--- src/rtl/regfile_wb_queue.sv ---
// Write-back queue for the register bank: buffers write requests in an
// in-order FIFO and issues at most one registered write per cycle as a
// one-hot select, write enable and write data. Also reports read-after-write
// hazards against a queried address and latches out-of-range requests.
//
// Handshake: a request transfers at a rising edge where req_valid and
// req_ready are both high; req_ready depends only on the current count, and
// the requester must hold addr/data stable while req_valid is high and
// req_ready is low.
module regfile_wb_queue #(
  parameter int NREG  = 4,
  parameter int AW    = 2,
  parameter int DEPTH = 4
) (
  input  logic                       clk,
  input  logic                       rst,
  input  logic                       req_valid,
  output logic                       req_ready,
  input  logic [AW-1:0]              req_addr,
  input  logic [1:0]                 req_data,
  input  logic                       hold,
  output logic [NREG-1:0]            chosen,
  output logic                       w_en,
  output logic [1:0]                 w_data,
  input  logic [AW-1:0]              rd_addr,
  output logic                       rd_pending,
  output logic [$clog2(DEPTH):0]     count,
  output logic                       err,
  output logic [1:0]                 state_dbg
);

  localparam int PW = $clog2(DEPTH);
  localparam int CW = PW + 1;
  localparam logic [CW-1:0] DEPTH_C = CW'(DEPTH);
  localparam logic [AW:0]   NREG_C  = (AW+1)'(NREG);

  typedef enum logic [1:0] {
    IDLE  = 2'd0,
    ISSUE = 2'd1,
    STALL = 2'd2
  } state_t;

  state_t state, state_next;

  logic [AW-1:0] addr_mem [DEPTH];
  logic [1:0]    data_mem [DEPTH];
  logic [PW-1:0] rd_ptr, wr_ptr;

  logic          accept, in_range, push, pop;
  logic [CW-1:0] count_next;

  // Handshake and push/pop decisions; issue depends only on count and hold.
  always_comb begin
    req_ready  = (count < DEPTH_C);
    accept     = req_valid & req_ready;
    in_range   = ({1'b0, req_addr} < NREG_C);
    push       = accept & in_range;
    pop        = (count != '0) & ~hold;
    count_next = count + CW'(push) - CW'(pop);
  end

  // FIFO storage, pointers and occupancy; pointers wrap modulo DEPTH.
  always_ff @(posedge clk or negedge rst) begin
    if (!rst) begin
      rd_ptr <= '0;
      wr_ptr <= '0;
      count  <= '0;
      for (int i = 0; i < DEPTH; i++) begin
        addr_mem[i] <= '0;
        data_mem[i] <= '0;
      end
    end else begin
      if (push) begin
        addr_mem[wr_ptr] <= req_addr;
        data_mem[wr_ptr] <= req_data;
        wr_ptr           <= wr_ptr + PW'(1);
      end
      if (pop) begin
        rd_ptr <= rd_ptr + PW'(1);
      end
      count <= count_next;
    end
  end

  // Registered write port toward the bank; w_data keeps its last value.
  always_ff @(posedge clk or negedge rst) begin
    if (!rst) begin
      chosen <= '0;
      w_en   <= 1'b0;
      w_data <= '0;
    end else if (pop) begin
      chosen <= NREG'(1) << addr_mem[rd_ptr];
      w_en   <= 1'b1;
      w_data <= data_mem[rd_ptr];
    end else begin
      chosen <= '0;
      w_en   <= 1'b0;
    end
  end

  // Sticky flag for requests addressed beyond the bank.
  always_ff @(posedge clk or negedge rst) begin
    if (!rst) begin
      err <= 1'b0;
    end else if (accept && !in_range) begin
      err <= 1'b1;
    end
  end

  // Sequencer state register.
  always_ff @(posedge clk or negedge rst) begin
    if (!rst) begin
      state <= IDLE;
    end else begin
      state <= state_next;
    end
  end

  // Sequencer next state: tracks whether the queue is draining or stalled.
  always_comb begin
    state_next = state;
    case (state)
      IDLE: begin
        if (count_next != '0) state_next = ISSUE;
      end
      ISSUE: begin
        if (count_next == '0) state_next = IDLE;
        else if (hold)        state_next = STALL;
      end
      STALL: begin
        if (count_next == '0) state_next = IDLE;
        else if (!hold)       state_next = ISSUE;
      end
      default: state_next = IDLE;
    endcase
  end

  assign state_dbg = state;

  // Hazard check: any live FIFO entry or the write currently on the bus.
  logic [(2**AW)-1:0] chosen_ext;
  logic [PW-1:0]      offs;

  always_comb begin
    chosen_ext = (2**AW)'(chosen);
    rd_pending = 1'b0;
    offs       = '0;
    if ({1'b0, rd_addr} < NREG_C) begin
      for (int i = 0; i < DEPTH; i++) begin
        offs = PW'(i) - rd_ptr;
        if (({1'b0, offs} < count) && (addr_mem[i] == rd_addr)) begin
          rd_pending = 1'b1;
        end
      end
      if (w_en && chosen_ext[rd_addr]) begin
        rd_pending = 1'b1;
      end
    end
  end

endmodule
--- config.mk ---
export PLATFORM = sky130hd
export DESIGN_NAME = regfile_wb_queue
export DESIGN_NICKNAME = d
export VERILOG_FILES = /design/src/rtl/regfile_wb_queue.sv
export SDC_FILE = /design/constraint.sdc
export NUM_CORES = 1
export LEC_CHECK = 0
export ABC_AREA = 1
export BUFFER_PORTS_ARGS = -buffer_cell sky130_fd_sc_hd__buf_2
export CAP_MARGIN = 5
export CORE_ASPECT_RATIO = 1.1
export CORE_MARGIN = 8
export CORE_UTILIZATION = 60
export DETAILED_ROUTE_END_ITERATION = 16
export PLACE_DENSITY = 0.93
export SLEW_MARGIN = 30
export SYNTH_ARGS = -nofsm -noshare
export SYNTH_HDL_FRONTEND = slang
export SYNTH_SLANG_ARGS = --single-unit
--- constraint.sdc ---
create_clock -name clk -period 5.58 [get_ports clk]
set_clock_uncertainty 0.2 [all_clocks]
set_input_delay 0.279 -clock clk [delete_from_list [all_inputs] [get_ports clk]]
set_output_delay 0.279 -clock clk [all_outputs]
set_load 0.005 [all_outputs]
Yosys cells after proc, flatten, opt, wreduce, memory -nomap -nowiden
Index checks and enable logic that the tools add are counted.
{"block": "classes", "n_addsub": 8, "n_lt_le_gt_ge": 9, "eq_ne": 9, "shift": 1, "n_mux": 25, "n_bitwise": 5, "reduce_logical": 11}
{"op": "2-bit two-way mux", "n": 10}
{"op": "8-bit bitwise mux", "n": 2}
{"op": "2-bit by 3-bit less-than comparator with 1-bit output", "n": 4}
{"op": "2-bit binary-select mux with 2-bit select", "n": 2}
{"op": "2-bit == test", "n": 4}
{"op": "1-bit two-way mux", "n": 7}
{"op": "3-bit >= comparator, second input constant", "n": 2}
{"op": "1-bit logical AND", "n": 6}
{"op": "3-bit != test, second input constant", "n": 2}
{"op": "2-bit NOT with 3-bit output", "n": 2}
{"op": "2-bit one-hot mux with 3 select lines", "n": 1}
{"op": "3-bit nonzero test", "n": 2}
{"op": "2-bit by 1-bit adder with 2-bit output, second input constant", "n": 2}
{"op": "2-bit demux with 2-bit select", "n": 1}
{"op": "4-bit two-way mux", "n": 1}
{"op": "1-bit by 2-bit << shifter with 4-bit output, first input constant", "n": 1}
{"op": "1-bit by 2-bit subtractor with 2-bit output, first input constant", "n": 2}
{"op": "2-bit subtractor, first input constant", "n": 2}
{"op": "3-bit by 1-bit adder with 3-bit output", "n": 1}
{"op": "3-bit zero test", "n": 1}
{"op": "2-bit by 3-bit less-than comparator with 1-bit output, second input constant", "n": 1}
{"op": "3-bit by 1-bit less-than comparator with 1-bit output, second input constant", "n": 1}
{"op": "3-bit less-than comparator, second input constant", "n": 1}
{"op": "3-bit AND reduction", "n": 1}
{"op": "other kinds (8)", "n": 9}
{"block": "word_totals", "regBits": 32, "input_bits": 10, "elab_cells": 83}

Logic depth before layout (Yosys ltp)
{"block": "logic_depth", "ltp_word": 8, "mapped_depth": 13, "ltp_nobuf": 13}

Worst setup path after synthesis
No wires, ideal clock.
{"block": "synth_path", "path_kind": "register -> register", "startpoint": "register count[1]", "endpoint": "register state[1], in the netlist state_dbg[1]", "setup_time_ns": 0.114, "arrival_ns": 2.097, "slack_ns": 3.169, "path_stages_with_launch": 13, "path_buffers": 0, "path_cell_list": "dfrtp_1 inv_1 nand2_4 nor2_4 nor2_8 ha_1 inv_1 ha_1 fa_1 nor2_1 nand3_1 nand3b_1 inv_1"}
{"element": "from (decl)", "line_no": "27", "rtl": "output logic [$clog2(DEPTH):0] count,"}
{"element": "from (signal assigned)", "line_no": "81", "rtl": "count <= count_next;"}
{"element": "3-bit nonzero test *", "line_no": "58", "rtl": "pop = (count != '0) & ~hold;"}
{"element": "1-bit bitwise AND *", "line_no": "58"}
{"element": "net pop", "line_no": "49", "rtl": "logic accept, in_range, push, pop;"}
{"element": "3-bit by 1-bit subtractor with 3-bit output *", "line_no": "59", "rtl": "count_next = count + CW'(push) - CW'(pop);"}
{"element": "net count_next[1]", "line_no": "50", "rtl": "logic [CW-1:0] count_next;"}
{"element": "3-bit zero test or 3-bit nonzero test (tied branches)", "line_no": "127, 131, 124"}
{"element": "3-bit != test (no line), or another cell as far along"}
{"element": "3-bit AND reduction (no line) or 2-bit one-hot mux with 3 select lines (tied branches)"}
{"element": "to (signal assigned)", "line_no": "115", "rtl": "state <= state_next;"}
{"element": "to (decl)", "line_no": "43", "rtl": "state_t state, state_next;"}
The timed path passes the listed nets; every way through them passes the cells marked *.
A chain may end at the register's enable or synchronous reset.

Worst setup path after layout
Ends and elaborated chain as after synthesis.

==> impl_metrics.csv <==
group,metric,value,unit
run_status,status,"finished, final reports clean",
routing,dr.pass1.iters,5,
worst_setup_path,crit_path_cell_trace,"inv_1, nand2_4, nor2_4, nor2_8, ha_1, inv_1, ha_1, fa_1, nor2_1, nand3_1, nand3b_1, inv_1",
sta,report.final.setup_viol,0,
clocking,post_cts_resized,0,
logic_synthesis,postSynthNetCount,255,
layout,finish.net_count,283,
layout,area_growth,11.5,%
grt,gr-total-overflow,0,
place,placement.io_buffers,23,
clocking,cts_setup_buffers,0,
sta,timing.final.crit_share,46.5,%
worst_setup_path,worst-endpoint-arrival,2.63,ns
routing,via_count,1526,
clocking,tritoncts_clock_tree,"done",
min_path,timing.hold.worst.start,"hold",
worst_setup_path,startpoint_type,"flop",
floorplanning,row_count,21,
place,place_inst,288,
sta,finalWorstPathRequiredPeriod,2.59,ns
routing,topRoutingLayerUsed,"met4",
grt,wire_length_of_the_first_global_routing_pass,6.24,mm
logic_synthesis,syn-instance-count,234,
place,place_hpwl,2.82,mm
routing,detail_route.wl_per_cell,12.4,um
sta,final.setup.worst_slack,2.99,ns
clocking,clock_path_buffers,2,
sta,highest_clock_frequency_the_design_can_meet,386,MHz
routing,post_drt_via_cell_ratio,5.14,
routing,drt_first_iter_violations,56,
worst_setup_path,cp_top_family,"adder cells",
floorplanning,top_level_port_count,25,
clocking,insertion_delay,0.34,ns
clocking,clockRootBuffer,"clkbuf_4",
floorplanning,core_area,2940,sq um
logic_synthesis,proportion_of_synthesized_chip_area_in_sequential_cells,44.5,%
sta,report.final.slew_viol_count,0,
worst_setup_path,rr_startpoint,"count[1]$_DFF_PN0_",
logic_synthesis,post_synth_instance_area,1800,sq um
worst_setup_path,crit_reg_reg_endpoint,"state_dbg[1]$_DFFE_PN0P_",
logic_synthesis,post_synth_num_cell_types,27,
routing,routedLengthMet1,1.67,mm
min_path,hold_class,"primary input to flop",
pwr,power.ir.vdd_worst,0.000317,V
layout,most-common-layout-cells,"nand2_1 (87), dfrtp_1 (32), inv_1 (31)",
floorplanning,start_util,61.2,%
sta,tightestPinTransition,0.690,ns
place,pre_cts_ws,3.03,ns
logic_synthesis,synth.largest_area_cell,"dfrtp_1",
clocking,cts_inserted_buffers,5,
worst_setup_path,worst-r2r-cell-count,12,
place,routabilityCongestion,0.882,
worst_setup_path,timing.setup.critical_path_class,"flop to flop",
logic_synthesis,area_contributors_post_synth,"dfrtp_1 (44%), nand2_1 (18%), ha_1 (6.9%)",
floorplanning,chipWidth,68.2,um
worst_setup_path,critical_path_buf_inv_count,3,
grt,grt_util_all_layers,16.1,%
pwr,cellPowerDensity,559,nW/um^2
clocking,clkSinkCount,32,
routing,drtAntennaViolNets,0,
min_path,hold_depth,2,
logic_synthesis,total_of_flip_flops_plus_latches_after_synthesis,32,
worst_setup_path,cpMostUsedCell,"inv_1",
layout,layout_cell_share_with_drive_strength_beyond_1,17.5,%
worst_setup_path,worst-r2r-setup-slack,2.99,ns
floorplanning,fp.dieH,73.5,um
sta,rsz0062_at_grt,"no",
layout,post_layout_nonfiller_instances,297,
sta,finalHoldViolations,0,
logic_synthesis,yosys.area.top_type_share,44.5,%
logic_synthesis,ys_warn_count,0,
pwr,cellLeakagePower,1.14,nW
logic_synthesis,avgSynthCellArea,7.69,sq um
worst_setup_path,timing.critical_path.slowest_stage_cell,"fa_1",
routing,wirelength,3.67,mm
min_path,holdPathEnd,"w_en$_DFF_PN0_",
routing,dr_wl_met3,139,um
clocking,holdBufCountCts,1,
clocking,clk_transition_reported_paths,0.10,ns
layout,antenna_cells_inserted,0,
sta,setup_tns,0,ns
grt,antenna_found_initial,0,
job,max_capacitance_violation_total,0,
clocking,h-tree-depth,2,
sta,worst_hold_margin,0.0185,ns
worst_setup_path,critical_path.max_stage_delay,0.47,ns
grt,grt_start_max_net_pins,33,
sta,max-slew-margin-rel,54.0,%
worst_setup_path,cp_max_fo,9,
grt,first_global_vias,1463,
routing,detailroute.wirelength.met2,1.79,mm
layout,final_common_cell,"nand2_1",
worst_setup_path,setup.worst_path.end_class,"flop",
floorplanning,die_area,5010,sq um
routing,drc,0,
worst_setup_path,required,5.62,ns
==> power breakdown <==
part,internal [mW],total (mW),switching [mW]
sequential,0.336,0.432,0.0959
combinational,0.216,0.553,0.336
clock,0.0621,0.137,0.0749
total,0.614,1.12,0.507
==> how the worst max path moves through the flow <==
stage	slack (ns)	start	depth (start not counted)	to
after CTS	3.01	count[1]$_DFF_PN0_	12	state_dbg[1]$_DFFE_PN0P_
after detailed placement	3.03	count[1]$_DFF_PN0_	12	state_dbg[1]$_DFFE_PN0P_
after floorplan	3.17	count[1]$_DFF_PN0_	12	state_dbg[1]$_DFFE_PN0P_
after global routing	2.87	rd_ptr[0]$_DFFE_PN0P_	12	rd_pending
final	2.99	count[1]$_DFF_PN0_	12	state_dbg[1]$_DFFE_PN0P_
after global placement	3.11	count[1]$_DFF_PN0_	12	state_dbg[1]$_DFFE_PN0P_
==> metal layers <==
| layer | vias up | track usage [%] |
|---|---|---|
| li1 | 767 | - |
| met1 | 727 | 18.1 |
| met2 | 24 | 27.8 |
| met3 | 8 | 3.66 |
| met4 | 0 | 7.29 |
| met5 | - | 0 |
==> flip-flops by register name, summed over array words and instances, names as in the netlist <==
| register | flops |
|---|---|
| rd_ptr | 2 |
| data_mem | 8 |
| count | 3 |
| chosen | 4 |
| w_en | 1 |
| addr_mem | 8 |
| state_dbg | 2 |
| w_data | 2 |
| wr_ptr | 2 |
==> per-stage QoR <==
step           total power [mW]  instance area (sq um)  utilization, %
5_1_grt                    1.24                   2010            68.2
2_1_floorplan             0.823                   1800               -
3_5_place_dp              0.984                   1940            65.9
4_1_cts                    1.12                   2010            68.2
6_report                   1.12                   2010            68.2
3_3_place_gp              0.953                   1940            65.9
==> synth_stat cells <==
master,number
inv_1,31
a21oi_1,1
conb_1,1
inv_4,1
nand4_1,2
o22ai_1,1
nor2_4,1
buf_2,1
nor2_1,16
nand3_2,1
inv_2,4
nand2_2,5
nand2_4,1
nor2_8,1
xor2_1,2
buf_4,2
o21ai_1,2
o21ai_0,20
ha_1,10
fa_1,1
nand3b_1,1
dfrtp_1,32
a21oi_2,1
nand3_1,5
nor2_2,2
nand2_1,87
xnor2_1,2
==> cell type report <==
type / count / area, sq um
timing repair buffer: 24 / 125
tap: 34 / 42.5
clock buffer: 8 / 58.8
multi-input combinational: 163 / 842
inverter: 36 / 138
sequential: 32 / 801
fill: 252 / 936
==> worst reg2reg max path, delay by kind of cell, from the launching register on <==
kind	cells	cell delay (ns)
AND/OR/NAND/NOR	6	0.67
buffers and inverters	3	0.31
flip-flops	1	0.40
adder cells (fa/ha/maj)	3	0.92
==> cell families (layout without fill, tap and decap cells) <==
kind of cell	Yosys count	count (layout)	share of synthesized area [%]
buffers and inverters	39	68	8.76
adder cells (fa/ha/maj)	11	11	8.06
AND/OR/NAND/NOR	122	122	29.3
XOR/XNOR	4	4	1.95
AO/OA/AOI/OAI	25	25	7.23
other	1	1	0.208
flip-flops	32	32	44.5
Note: power is estimated with default switching activity, not from simulation.
